### config.mk
export PLATFORM = sky130hd
export DESIGN_NAME = hazard_ctrl_flat
export DESIGN_NICKNAME = d
export VERILOG_FILES = /design/src/rtl/hazard_ctrl_pkg.sv /design/src/rtl/hazard_ctrl_if.sv /design/src/rtl/hazard_ctrl_mem_wait.sv /design/src/rtl/hazard_ctrl.sv /design/src/flat_wrapper.sv
export SDC_FILE = /design/constraint.sdc
export NUM_CORES = 1
export LEC_CHECK = 0
export ABC_AREA = 1
export CAP_MARGIN = 15
export CORE_UTILIZATION = 36
export CTS_BUF_LIST = sky130_fd_sc_hd__clkbuf_4 sky130_fd_sc_hd__clkbuf_8 sky130_fd_sc_hd__clkbuf_16
export DETAILED_ROUTE_END_ITERATION = 6
export PLACE_DENSITY = 0.89
export SYNTH_ARGS = -nofsm -noshare
export SYNTH_HDL_FRONTEND = slang
export SYNTH_SLANG_ARGS = --single-unit
### constraint.sdc
create_clock -name clk -period 3.9 [get_ports clk]
set_clock_uncertainty 0.1 [all_clocks]
set_input_delay 0.975 -clock clk [delete_from_list [all_inputs] [get_ports clk]]
set_output_delay 0.975 -clock clk [all_outputs]
set_load 0.01 [all_outputs]
### src/rtl/hazard_ctrl_pkg.sv
// Shared types and constants for the pipeline hazard controller.
// Optional feature macro: HAZARD_FWD_EN (operand forwarding vs. RAW stalling).
package pipe_pkg;

  localparam int N        = 32;
  localparam int M        = 4;
  localparam int MAX_WAIT = 15;

  typedef enum logic [1:0] {
    FWD_RF = 2'b00,
    FWD_W  = 2'b01,
    FWD_M  = 2'b10
  } fwd_sel_t;

  typedef enum logic {
    RUN      = 1'b0,
    MEM_WAIT = 1'b1
  } hz_state_t;

  // M-stage result is younger than W-stage result, so it wins.
  function automatic fwd_sel_t fwd_sel(input logic         regw_M,
                                       input logic [M-1:0] rd_M,
                                       input logic         regw_W,
                                       input logic [M-1:0] rd_W,
                                       input logic [M-1:0] rs);
    if (regw_M && (rd_M == rs))      return FWD_M;
    else if (regw_W && (rd_W == rs)) return FWD_W;
    else                             return FWD_RF;
  endfunction

endpackage

### src/rtl/hazard_ctrl_if.sv
// Pipeline <-> hazard controller signal bundle.
// master: pipeline side (drives stage info), slave: hazard_ctrl.
interface hazard_ctrl_if;
  import pipe_pkg::*;

  logic [M-1:0] rs1_D, rs2_D, rs1_E, rs2_E;
  logic [M-1:0] rd_E, rd_M, rd_W;
  logic         regw_E, regw_M, regw_W;
  logic         regmem_E;
  logic         pcload_D, pcload_E, pcload_M, pcload_W;
  logic         brtaken_E;
  logic         memreq_M, mem_rdy;
  logic         stall_F, stall_D, stall_E, stall_M;
  logic         flush_D, flush_E, flush_M, flush_W;
  logic [1:0]   fwd_a_E, fwd_b_E;
  logic         mem_timeout;

  modport master (
    output rs1_D, rs2_D, rs1_E, rs2_E, rd_E, rd_M, rd_W,
           regw_E, regw_M, regw_W, regmem_E,
           pcload_D, pcload_E, pcload_M, pcload_W, brtaken_E,
           memreq_M, mem_rdy,
    input  stall_F, stall_D, stall_E, stall_M,
           flush_D, flush_E, flush_M, flush_W,
           fwd_a_E, fwd_b_E, mem_timeout
  );

  modport slave (
    input  rs1_D, rs2_D, rs1_E, rs2_E, rd_E, rd_M, rd_W,
           regw_E, regw_M, regw_W, regmem_E,
           pcload_D, pcload_E, pcload_M, pcload_W, brtaken_E,
           memreq_M, mem_rdy,
    output stall_F, stall_D, stall_E, stall_M,
           flush_D, flush_E, flush_M, flush_W,
           fwd_a_E, fwd_b_E, mem_timeout
  );

endinterface

### src/rtl/hazard_ctrl_mem_wait.sv
// Data-memory wait sequencer: tracks outstanding access, counts wait cycles, flags timeout.
//  state    | meaning
//  RUN      | no access outstanding beyond the current cycle
//  MEM_WAIT | access issued earlier, waiting for mem_rdy
module mem_wait_fsm
  import pipe_pkg::*;
#(
  parameter int MAX_WAIT = pipe_pkg::MAX_WAIT
) (
  input  logic clk,
  input  logic rst,
  input  logic memreq_M,
  input  logic mem_rdy,
  output logic memstall,
  output logic mem_timeout
);

  localparam int CW = $clog2(MAX_WAIT + 1);

  hz_state_t       state, state_nxt;
  logic [CW-1:0]   wait_cnt, wait_cnt_nxt;
  logic            timeout_set;

  always_ff @(posedge clk) begin
    if (rst) begin
      state       <= RUN;
      wait_cnt    <= '0;
      mem_timeout <= 1'b0;
    end else begin
      state    <= state_nxt;
      wait_cnt <= wait_cnt_nxt;
      if (timeout_set) mem_timeout <= 1'b1;
    end
  end

  always_comb begin
    state_nxt    = state;
    wait_cnt_nxt = wait_cnt;
    case (state)
      RUN: begin
        if (memreq_M && !mem_rdy) begin
          state_nxt    = MEM_WAIT;
          wait_cnt_nxt = CW'(1);
        end
      end
      MEM_WAIT: begin
        if (mem_rdy) begin
          state_nxt    = RUN;
          wait_cnt_nxt = '0;
        end else if (wait_cnt != CW'(MAX_WAIT)) begin
          wait_cnt_nxt = wait_cnt + CW'(1);
        end
      end
      default: begin
        state_nxt    = RUN;
        wait_cnt_nxt = '0;
      end
    endcase
  end

  always_comb begin
    memstall    = 1'b0;
    timeout_set = 1'b0;
    case (state)
      RUN:      memstall = memreq_M && !mem_rdy;
      MEM_WAIT: begin
        memstall    = !mem_rdy;
        timeout_set = !mem_rdy && (wait_cnt == CW'(MAX_WAIT));
      end
      default:  memstall = 1'b0;
    endcase
  end

endmodule

### src/rtl/hazard_ctrl.sv
// Stall/flush/forwarding controller for the F/D/E/M/W pipeline.
// Build option: define HAZARD_FWD_EN for EX forwarding; otherwise RAW hazards stall.
module hazard_ctrl
  import pipe_pkg::*;
#(
  parameter int MAX_WAIT = pipe_pkg::MAX_WAIT
) (
  input  logic           clk,
  input  logic           rst,
  hazard_ctrl_if.slave   hz
);

  logic memstall;
  logic timeout;
  logic pcpend;
  logic datastall;

  mem_wait_fsm #(.MAX_WAIT(MAX_WAIT)) u_mem_wait (
    .clk        (clk),
    .rst        (rst),
    .memreq_M   (hz.memreq_M),
    .mem_rdy    (hz.mem_rdy),
    .memstall   (memstall),
    .mem_timeout(timeout)
  );

  assign hz.mem_timeout = timeout;
  assign pcpend         = hz.pcload_D | hz.pcload_E | hz.pcload_M;

`ifdef HAZARD_FWD_EN
  assign datastall = hz.regmem_E & hz.regw_E &
                     ((hz.rd_E == hz.rs1_D) | (hz.rd_E == hz.rs2_D));

  always_comb begin
    hz.fwd_a_E = FWD_RF;
    hz.fwd_b_E = FWD_RF;
    if (!rst) begin
      hz.fwd_a_E = fwd_sel(hz.regw_M, hz.rd_M, hz.regw_W, hz.rd_W, hz.rs1_E);
      hz.fwd_b_E = fwd_sel(hz.regw_M, hz.rd_M, hz.regw_W, hz.rd_W, hz.rs2_E);
    end
  end
`else
  // W-stage writers are safe: the regfile writes before it is read.
  logic unused_fwd;
  assign datastall = (hz.regw_E & ((hz.rd_E == hz.rs1_D) | (hz.rd_E == hz.rs2_D))) |
                     (hz.regw_M & ((hz.rd_M == hz.rs1_D) | (hz.rd_M == hz.rs2_D)));
  assign hz.fwd_a_E = FWD_RF;
  assign hz.fwd_b_E = FWD_RF;
  assign unused_fwd = ^{hz.regmem_E, hz.rs1_E, hz.rs2_E, hz.rd_W, hz.regw_W};
`endif

  // A pending memory access freezes everything; a taken branch seen meanwhile is
  // re-evaluated once the stall lifts because brtaken_E is held in place.
  always_comb begin
    hz.stall_F = 1'b0;
    hz.stall_D = 1'b0;
    hz.stall_E = 1'b0;
    hz.stall_M = 1'b0;
    hz.flush_D = 1'b0;
    hz.flush_E = 1'b0;
    hz.flush_M = 1'b0;
    hz.flush_W = 1'b0;
    if (rst) begin
      hz.flush_D = 1'b1;
      hz.flush_E = 1'b1;
      hz.flush_M = 1'b1;
      hz.flush_W = 1'b1;
    end else if (memstall) begin
      hz.stall_F = 1'b1;
      hz.stall_D = 1'b1;
      hz.stall_E = 1'b1;
      hz.stall_M = 1'b1;
      hz.flush_W = 1'b1;
    end else begin
      hz.stall_F = datastall | pcpend;
      hz.stall_D = datastall & ~hz.brtaken_E;
      hz.flush_D = pcpend | hz.pcload_W | hz.brtaken_E;
      hz.flush_E = datastall | hz.brtaken_E;
    end
  end

endmodule
### src/flat_wrapper.sv
// flat-port wrapper written by rule: the top's interface ports become plain ports
module hazard_ctrl_flat import pipe_pkg::*;
#(
  parameter int MAX_WAIT = pipe_pkg::MAX_WAIT
)
  (clk, rst, hz_rs1_D, hz_rs2_D, hz_rs1_E, hz_rs2_E, hz_rd_E, hz_rd_M, hz_rd_W, hz_regw_E, hz_regw_M, hz_regw_W, hz_regmem_E, hz_pcload_D, hz_pcload_E, hz_pcload_M, hz_pcload_W, hz_brtaken_E, hz_memreq_M, hz_mem_rdy, hz_stall_F, hz_stall_D, hz_stall_E, hz_stall_M, hz_flush_D, hz_flush_E, hz_flush_M, hz_flush_W, hz_fwd_a_E, hz_fwd_b_E, hz_mem_timeout);
  hazard_ctrl_if hz_i ();
  input  logic clk;
  input  logic rst;
  input wire logic [$bits(hz_i.rs1_D)-1:0] hz_rs1_D;
  input wire logic [$bits(hz_i.rs2_D)-1:0] hz_rs2_D;
  input wire logic [$bits(hz_i.rs1_E)-1:0] hz_rs1_E;
  input wire logic [$bits(hz_i.rs2_E)-1:0] hz_rs2_E;
  input wire logic [$bits(hz_i.rd_E)-1:0] hz_rd_E;
  input wire logic [$bits(hz_i.rd_M)-1:0] hz_rd_M;
  input wire logic [$bits(hz_i.rd_W)-1:0] hz_rd_W;
  input wire logic [$bits(hz_i.regw_E)-1:0] hz_regw_E;
  input wire logic [$bits(hz_i.regw_M)-1:0] hz_regw_M;
  input wire logic [$bits(hz_i.regw_W)-1:0] hz_regw_W;
  input wire logic [$bits(hz_i.regmem_E)-1:0] hz_regmem_E;
  input wire logic [$bits(hz_i.pcload_D)-1:0] hz_pcload_D;
  input wire logic [$bits(hz_i.pcload_E)-1:0] hz_pcload_E;
  input wire logic [$bits(hz_i.pcload_M)-1:0] hz_pcload_M;
  input wire logic [$bits(hz_i.pcload_W)-1:0] hz_pcload_W;
  input wire logic [$bits(hz_i.brtaken_E)-1:0] hz_brtaken_E;
  input wire logic [$bits(hz_i.memreq_M)-1:0] hz_memreq_M;
  input wire logic [$bits(hz_i.mem_rdy)-1:0] hz_mem_rdy;
  output wire logic [$bits(hz_i.stall_F)-1:0] hz_stall_F;
  output wire logic [$bits(hz_i.stall_D)-1:0] hz_stall_D;
  output wire logic [$bits(hz_i.stall_E)-1:0] hz_stall_E;
  output wire logic [$bits(hz_i.stall_M)-1:0] hz_stall_M;
  output wire logic [$bits(hz_i.flush_D)-1:0] hz_flush_D;
  output wire logic [$bits(hz_i.flush_E)-1:0] hz_flush_E;
  output wire logic [$bits(hz_i.flush_M)-1:0] hz_flush_M;
  output wire logic [$bits(hz_i.flush_W)-1:0] hz_flush_W;
  output wire logic [$bits(hz_i.fwd_a_E)-1:0] hz_fwd_a_E;
  output wire logic [$bits(hz_i.fwd_b_E)-1:0] hz_fwd_b_E;
  output wire logic [$bits(hz_i.mem_timeout)-1:0] hz_mem_timeout;
  assign hz_i.rs1_D = hz_rs1_D;
  assign hz_i.rs2_D = hz_rs2_D;
  assign hz_i.rs1_E = hz_rs1_E;
  assign hz_i.rs2_E = hz_rs2_E;
  assign hz_i.rd_E = hz_rd_E;
  assign hz_i.rd_M = hz_rd_M;
  assign hz_i.rd_W = hz_rd_W;
  assign hz_i.regw_E = hz_regw_E;
  assign hz_i.regw_M = hz_regw_M;
  assign hz_i.regw_W = hz_regw_W;
  assign hz_i.regmem_E = hz_regmem_E;
  assign hz_i.pcload_D = hz_pcload_D;
  assign hz_i.pcload_E = hz_pcload_E;
  assign hz_i.pcload_M = hz_pcload_M;
  assign hz_i.pcload_W = hz_pcload_W;
  assign hz_i.brtaken_E = hz_brtaken_E;
  assign hz_i.memreq_M = hz_memreq_M;
  assign hz_i.mem_rdy = hz_mem_rdy;
  assign hz_stall_F = hz_i.stall_F;
  assign hz_stall_D = hz_i.stall_D;
  assign hz_stall_E = hz_i.stall_E;
  assign hz_stall_M = hz_i.stall_M;
  assign hz_flush_D = hz_i.flush_D;
  assign hz_flush_E = hz_i.flush_E;
  assign hz_flush_M = hz_i.flush_M;
  assign hz_flush_W = hz_i.flush_W;
  assign hz_fwd_a_E = hz_i.fwd_a_E;
  assign hz_fwd_b_E = hz_i.fwd_b_E;
  assign hz_mem_timeout = hz_i.mem_timeout;
  hazard_ctrl #(.MAX_WAIT(MAX_WAIT)) u_core (.clk(clk), .rst(rst), .hz(hz_i));
endmodule
==> impl_summary.txt <==
----------------------------------------------------
[Run status]
  Run status ... complete, no violations

[Drt]
  Vias per cell ... 4.63
  Routed Antenna Nets ... 0
  Average routed wire per standard cell ... 10.2 um
  Sum of routed wire length over all layers ... 2080 um
  DRC violation count after routing ... 0
  Number of DRC markers after the initial detailed-route iteration ... 35
  Total via count after detailed routing ... 939
  First-pass iteration count of the detailed router ... 6

[GRT]
  Maximum number of pins on one net before global-route repair ... 8
  Wire length of the first global-routing pass ... 3260 um
  GRT Overall Usage ... around 20%
  Vias in the first global route ... 871
  Number of antenna violations at the first check in global routing ... 0
  Overall overflow remaining after global route ... 0

[Clock tree]
  Clock sink count ... 6
  Cts bufs inserted ... 3
  Clock tree root buffer cell ... clkbuf_4
  Clk slew on worst S/H paths ... around 50 ps
  Largest buffer count on any clock path ... 2
  Clock latency on the worst-skew pair ... 250 ps
  TritonCTS clock tree ... built
  Hold-fix buffer count after cts ... 0
  Setup bufs post-CTS ... 0
  Count of H-tree levels built during CTS ... 1

[Pwr]
  Power Density ... 192 mW/mm2
  Leakage power ... 0.648 nW
  Total power consumption of the routed design ... between 0.2 and 0.25 mW
  Peak VDD IR ... between 90 and 100 uV

[Placement]
  Number of buffer cells added on primary ports ... 35
  Total half-perimeter wirelength after legalization and detailed placement ... 1710 um
  Routability Congestion ... 0.822

[Yosys]
  Portion of synthesized cell area occupied by the leading cell type ... 31.8%
  Synthesis Warnings ... 0
  Number of distinct library cells after synthesis ... 21
  Portion of the post-synthesis area used by sequential elements ... between 10% and 20%
  Post-synthesis cell area ... roughly 730 um2
  Post-synthesis cell count ... approximately 140
  Post-Syn Area per Cell ... 5.15 um2
  Ranking of synthesized cells by area ... nand2_1 (32%), dfxtp_1 (16%), inv_1 (13%)
  Most area-hungry cell type in the Yosys netlist ... nand2_1
  Total of flip-flops plus latches after synthesis ... 6

[Die]
  Count of pins on the block boundary ... 54
  Initial core utilization ... between 40% and 50%
  Die Outline Area ... 0.00221 mm2
  # rows ... 15
  Die width ... around 47 um
  Chip Height ... 47.1 um
  Core Area ... about 0.0018 mm2

[Setup path]
  Length in cells of the worst reg-to-reg path ... 7
  Largest stage delay on the critical path ... roughly 560 ps
  Category of cells accounting for the largest share of critical-path delay ... buffers and inverters
  Data arrival time of the worst path ... 2520 ps
  Cells along the critical path ... clkdlybuf4s50_1, inv_1, o21ai_0, buf_4, inv_1, o21ai_0, clkdlybuf4s50_1
  Buf+Inv Stages, Crit Path ... 5
  Maximum fanout count along the critical path ... 4
  Critical Path Stages ... 7
  Endpoint required time on the critical path ... between 2000 and 3000 ps
  Element type at the critical path end ... output port
  Type of element launching the critical path ... input pin
  Highest-delay cell along the critical path ... clkdlybuf4s50_1
  Worst setup path class ... in2out

[Cells and area]
  Area overhead of the layout relative to synthesis ... 52.7%
  Final cell utilization of the core ... 61.3%
  Share of cells above drive strength 1 ... under 10%
  Number of nets at the end of the flow ... 222
  Leading cell type in the layout, fill and taps excluded ... nand2_1
  Antenna cell count ... 0
  Most used cells in the layout excluding fill and tap cells ... nand2_1 (62), clkdlybuf4s50_1 (32), inv_1 (26), nor2_1 (16), dfxtp_1 (6)

[Flow run]
  Total of max-cap violations ... 0

[Timing]
  Highest Clock Rate ... 278 MHz
  Post-route setup TNS ... 0 ps
  Pins Over Slew Limit ... 0
  Final hold violation count ... 0
  Ratio of final minimum period to clock period ... between 90% and 100%
  Number of failing setup endpoints in the final timing report ... 0
  Hold slack final ... ~370 ps
  Min cycle time layout ... 3600 ps
  Unrepaired setup endpoints after global routing ... no

[Worst hold path]
  Type of the worst min-delay path ... reg2reg
  Worst Hold Depth ... 2

----------------------------------------------------
power breakdown:
group	total (mW)	switching (mW)	internal, mW
combinational	0.0902	0.0435	0.0467
clock	0.0598	0.0248	0.0350
sequential	0.0644	0.00141	0.0630
total	0.214	0.0698	0.145
per-layer routing:
metal	GRT usage, %	part of all wire, %	vias to the layer above
li1	-	-	486
met1	21.7	40	414
met2	37.2	53	35
met3	3.85	5.5	4
met4	10.9	1.3	0
met5	0	0	-
synth_stat cells:
cell / count
a211oi_1: 1
a21oi_1: 4
a21oi_2: 1
buf_4: 6
conb_1: 1
dfxtp_1: 6
ha_1: 1
inv_1: 26
inv_2: 1
nand2_1: 62
nand2_2: 1
nand2_4: 1
nand3_1: 3
nor2_1: 16
nor2_2: 1
nor2_4: 2
nor3_1: 1
nor3b_2: 1
o21ai_0: 5
or3_1: 1
xor2_1: 1
state kept, by name, indices dropped and copies added, names as in the netlist:
register and count:
u_core.u_mem_wait.state 1, u_core.u_mem_wait.wait_cnt 4, u_core.u_mem_wait.mem_timeout 1
what timing repair did:
action,in CTS,in global routing
setup endpoints to repair,0,3
gates resized for setup,0,3
endpoints found under the hold margin,0,0
stage by stage:
step,instance area [um2],cells,setup WS (ps)
6_report,1120,203,301
5_1_grt,1120,203,219
4_1_cts,1110,203,98.1
3_5_place_dp,1090,200,104
3_3_place_gp,1090,200,189
2_1_floorplan,742,145,1160
tightest hold or removal path: stages (launching register included):
cell,delay (ps)
dfxtp_1,320
nor2_1,50
nor2_1,70
worst paths after layout:
check	startpoint	end	slack [ps]
max	hz_mem_rdy	hz_flush_D	300
min	u_core.u_mem_wait.mem_timeout	u_core.u_mem_wait.mem_timeout	370
max reg2reg	u_core.u_mem_wait.wait_cnt[0]	u_core.u_mem_wait.wait_cnt[3]	2530
min reg2reg	u_core.u_mem_wait.mem_timeout	u_core.u_mem_wait.mem_timeout	370
final cells by class:
class                      instances  area [um2]
sequential                         6         120
clock buffer                       3        22.5
tap                               25        31.3
multi-input combinational        106         475
fill                             161         704
inverter                          27         101
timing repair buffer              36         365
cells by family (layout without fill, tap and decap cells):
logic type               after synthesis  in the layout  synth area share, %
AO/OA/AOI/OAI                         11             11                 8.39
other                                  1              4                0.513
adder cells (fa/ha/maj)                1              1                 1.71
XOR/XNOR                               1              1                 1.20
flip-flops                             6              6                 16.4
buffers and inverters                 33             66                 20.0
AND/OR/NAND/NOR                       89             89                 51.7
Power figures use the tool's default switching activity.
==> edit 1 (config.mk and constraints unchanged) <==
The option `HAZARD_FWD_EN` is turned on by a define.
--- a/src/rtl/hazard_ctrl.sv
+++ b/src/rtl/hazard_ctrl.sv
@@ -1,4 +1,6 @@
 // Stall/flush/forwarding controller for the F/D/E/M/W pipeline.
 // Build option: define HAZARD_FWD_EN for EX forwarding; otherwise RAW hazards stall.
+`define HAZARD_FWD_EN
+
 module hazard_ctrl
   import pipe_pkg::*;
Function: changed (Yosys sat finds a counterexample within 4 cycles, from zero or initial values and one cycle with rst high).
==> edit 1 against the original RTL <==
  * Combinational power rose by 24%
  * Wire length rose by 10%
  * Count of clock-buffer cells in the layout did not move
  * Power rose by 11%
  * Register-to-register slack barely moved
  * Non-clock buffer count rose by 19
  * Die area rose by 5.6%
  * Synthesized area rose by 5.8%
  * Cell area rose by 22%
  * Setup slack got worse by 0.17 ns
  * Highest routed layer unchanged
  * Synthesized cell count rose by 5.6%
  * Sequential cell count did not move
==> edit 1: results (changes against the original RTL) <==
top cells by count, synth=50 x nand2_1, 28 x inv_1, 25 x nor2_1; Wirelength per Cell=9.89 µm (-3.4%); Synth cell types=22 (+4.8%); grt met2 use=41.8% (+4.6 points); outcome=finished clean; fraction of final layout cells with drive strength greater than 1=4.39% (-2.4 points); routed length on met1=918 µm (+10%); met3 Resource Use GR=1.89% (-2.0 points); VDD IR max=94.8 µV (+2.3%); RD Place Congestion=0.780 (-5.2%); wire length of the first global-routing pass=3.80 mm (+17%); number of iterations in the first detailed-routing pass=4 (-2); Post-Place Setup Slack=0.144 ns (+0.0405 ns); detailed route wirelength on metal3=129 µm (+13%); cell types with the largest area share after synthesis=nand2_1 24%, dfxtp_1 16%, inv_1 14%; sequential share of the synthesized area=15.5% (-0.90 points); crit path max fanout=3 (-1); violation count after the first detailed-route iteration=17 (-51%); sum of met2 wire segment lengths after detailed routing=1.20 mm (+8.3%); GRT Util Overall=20.4% (+0.15 points); layout filler cell count=171 (+6.2%); data arrival time at the worst-slack endpoint=2.70 ns (+0.18 ns); internal cell power=164 µW (+13%); number of nets produced by synthesis=192; via total after detailed routing=1045 (+11%); buffers added on ports=53 (+51%)
## edit 1: cells by family after synthesis
family	synth area share (%)
AND/OR/NAND/NOR	46.6
buffers and inverters	16.7
AO/OA/AOI/OAI	9.39
XOR/XNOR	10.2
flip-flops	15.5
adder cells (fa/ha/maj)	1.62
## edit 1: power by group through the flow
stage	Clock [µW]	Sequential, µW	Combinational, µW
finish	60.8	64.2	112
global route	63.5	64.1	123
CTS	62.2	64.1	112
detailed placement	0	65.3	112
global placement	0	65.0	108
floorplan	0	64.8	46.3
## edit 1: stage by stage
stage	util, %	power (µW)	instances	area [µm²]
after global placement	67.2	173	229	1330
after floorplan	-	111	150	773
after detailed placement	67.2	177	229	1330
after global routing	68.5	250	232	1360
final	68.5	237	232	1360
after CTS	68.4	238	232	1360
## edit 1: worst paths after layout
check / slack [ns] / from / cells after the start / endpoint
worst max-delay path: 0.13 / hz_rd_E[0] / 10 / hz_stall_F
worst min-delay path: 0.35 / u_core.u_mem_wait.mem_timeout / 2 / u_core.u_mem_wait.mem_timeout
worst max register to register: 2.54 / u_core.u_mem_wait.wait_cnt[0] / 8 / u_core.u_mem_wait.wait_cnt[0]
worst min register to register: 0.35 / u_core.u_mem_wait.mem_timeout / 2 / u_core.u_mem_wait.mem_timeout
## edit 1: final cells by class
type / instances / area [µm²] / area share [%]
sequential: 6 / 120 / 8.85
timing repair buffer: 55 / 548 / 40.4
clock buffer: 3 / 22.5 / 1.66
tap: 27 / 33.8 / 2.49
inverter: 29 / 109 / 8.02
multi-input combinational: 112 / 524 / 38.6
## edit 1: critical path, cell delays in order
cell and delay [ns]:
clkdlybuf4s50_1 0.51, inv_1 0.07, nand2_1 0.05, nand2_1 0.04, nor2_1 0.13, nand2_1 0.07
nand2_1 0.06, nand2_1 0.09, a21oi_1 0.15, clkdlybuf4s50_1 0.55
==> edit 2 (same flow settings) <==
Without the edit above. Reset style: asynchronous (`rst`), changed in one clocked block.
--- a/src/rtl/hazard_ctrl_mem_wait.sv
+++ b/src/rtl/hazard_ctrl_mem_wait.sv
@@ -22,5 +22,5 @@
   logic            timeout_set;
 
-  always_ff @(posedge clk) begin
+  always_ff @(posedge clk or posedge rst) begin
     if (rst) begin
       state       <= RUN;
Formal check against the unedited RTL: same outputs for any inputs over 10 cycles, from zero or initial values and one cycle with rst high; that may be too few to reach the edited logic, so the function may still have changed.
==> edit 2 against the original RTL <==
  * Synthesized area up 1.4%
  * Wire length decreased by 14%
  * Sequential cell count unchanged
  * Power increased by 5.5%
  * Cell area shrank 0.22%
  * Highest routed layer unchanged
  * Setup slack got worse by 0.16 ns
  * Sequential share of layout area rose by 2.7 points
  * Non-clock buffer count down 1
==> edit 2: results (changes against the original RTL) <==
post-layout net count=217 (-2.3%); R2R Path End=u_core.u_mem_wait.wait_cnt[3]; routed length on met1=743 µm (-11%); data arrival time at the worst-slack endpoint=2.69 ns (+0.17 ns); via total after detailed routing=877 (-6.6%); first element of the critical path=hz_rd_M[0]; switch share=33.2% (+0.69 points); sum of met2 wire segment lengths after detailed routing=952 µm (-14%); final worst setup slack=0.137 ns (-0.165 ns); Wirelength per Cell=8.92 µm (-13%); most used flip-flop cell after synthesis=dfrtp_1; grt met2 use=32.6% (-4.6 points); source of the worst hold timing path=u_core.u_mem_wait.mem_timeout; detailed route wirelength on metal3=80 µm (-30%); sequential share of the synthesized area=20.3% (+3.8 points); number of iterations in the first detailed-routing pass=4 (-2); crit path max fanout=3 (-1); RD Place Congestion=0.712 (-13%); Synth cell types=19 (-9.5%); detailed placement HPWL=1.58 mm (-7.4%); synthesized-area fraction occupied by adder cells=1.69% (-0.023 points); peak per-stage delay on the critical path=0.53 ns (-0.03 ns); registers with the most flip-flops=u_core.u_mem_wait.wait_cnt x4, u_core.u_mem_wait.mem_timeout x1, u_core.u_mem_wait.state x1; top cells by count, synth=66 x nand2_1, 21 x inv_1, 13 x nor2_1; Register-to-Register Path Depth=6 (-1); GRT Util Overall=18.0% (-2.3 points); power of the combinational group=96.6 µW (+7.1%); outcome=finished clean; worst-case register-to-register setup slack=2.59 ns (+0.06 ns); fraction of the mapped netlist area in compound gates=5.74% (-2.6 points); violation count after the first detailed-route iteration=18 (-49%); fraction of final layout cells with drive strength greater than 1=8.67% (+1.9 points); met1 Track Usage GR=20.6% (-1.1 points); VDD IR max=81.5 µV (-12%); wire length of the first global-routing pass=2.90 mm (-11%); Min-Delay Endpoint=u_core.u_mem_wait.mem_timeout; FF-to-FF Start=u_core.u_mem_wait.wait_cnt[0]; vias in the first global route=785 (-9.9%); fraction of synthesis flops using an asynchronous set or reset pin=100% (+100 points); worst setup path end=hz_stall_D; met3 Resource Use GR=3.08% (-0.77 points); static leakage power=0.000633 µW (-2.3%); parity-gate share of the synthesized area counting xor and xnor cells=2.36% (+1.2 points)
edit 2: cell count changes after synthesis, moves of 4 or more:
| cell | change |
|---|---|
| dfrtp_1 | +6 |
| o21ai_0 | -5 |
| o21ai_1 | +4 |
| nand2_1 | +4 |
| inv_1 | -5 |
| dfxtp_1 | -6 |
edit 2: metrics by stage:
| step | util (%) | area, µm² | cells | hold WS [ns] | total power (µW) |
|---|---|---|---|---|---|
| after floorplan | - | 752 | 141 | 0.384 | 121 |
| after global placement | 56.2 | 1090 | 197 | 0.345 | 163 |
| final | 57.3 | 1110 | 200 | 0.378 | 226 |
| after global routing | 57.3 | 1110 | 200 | 0.414 | 243 |
| after CTS | 57.3 | 1110 | 200 | 0.384 | 229 |
| after detailed placement | 56.2 | 1090 | 197 | 0.372 | 168 |
edit 2: area by class of cell:
type                    instances  area, µm²
clock buffers                   3       22.5
well taps                      27       33.8
multi-input cells             104        463
fillers                       197        828
repair buffers                 35        350
flip-flops and latches          6        150
inverters                      25       93.8
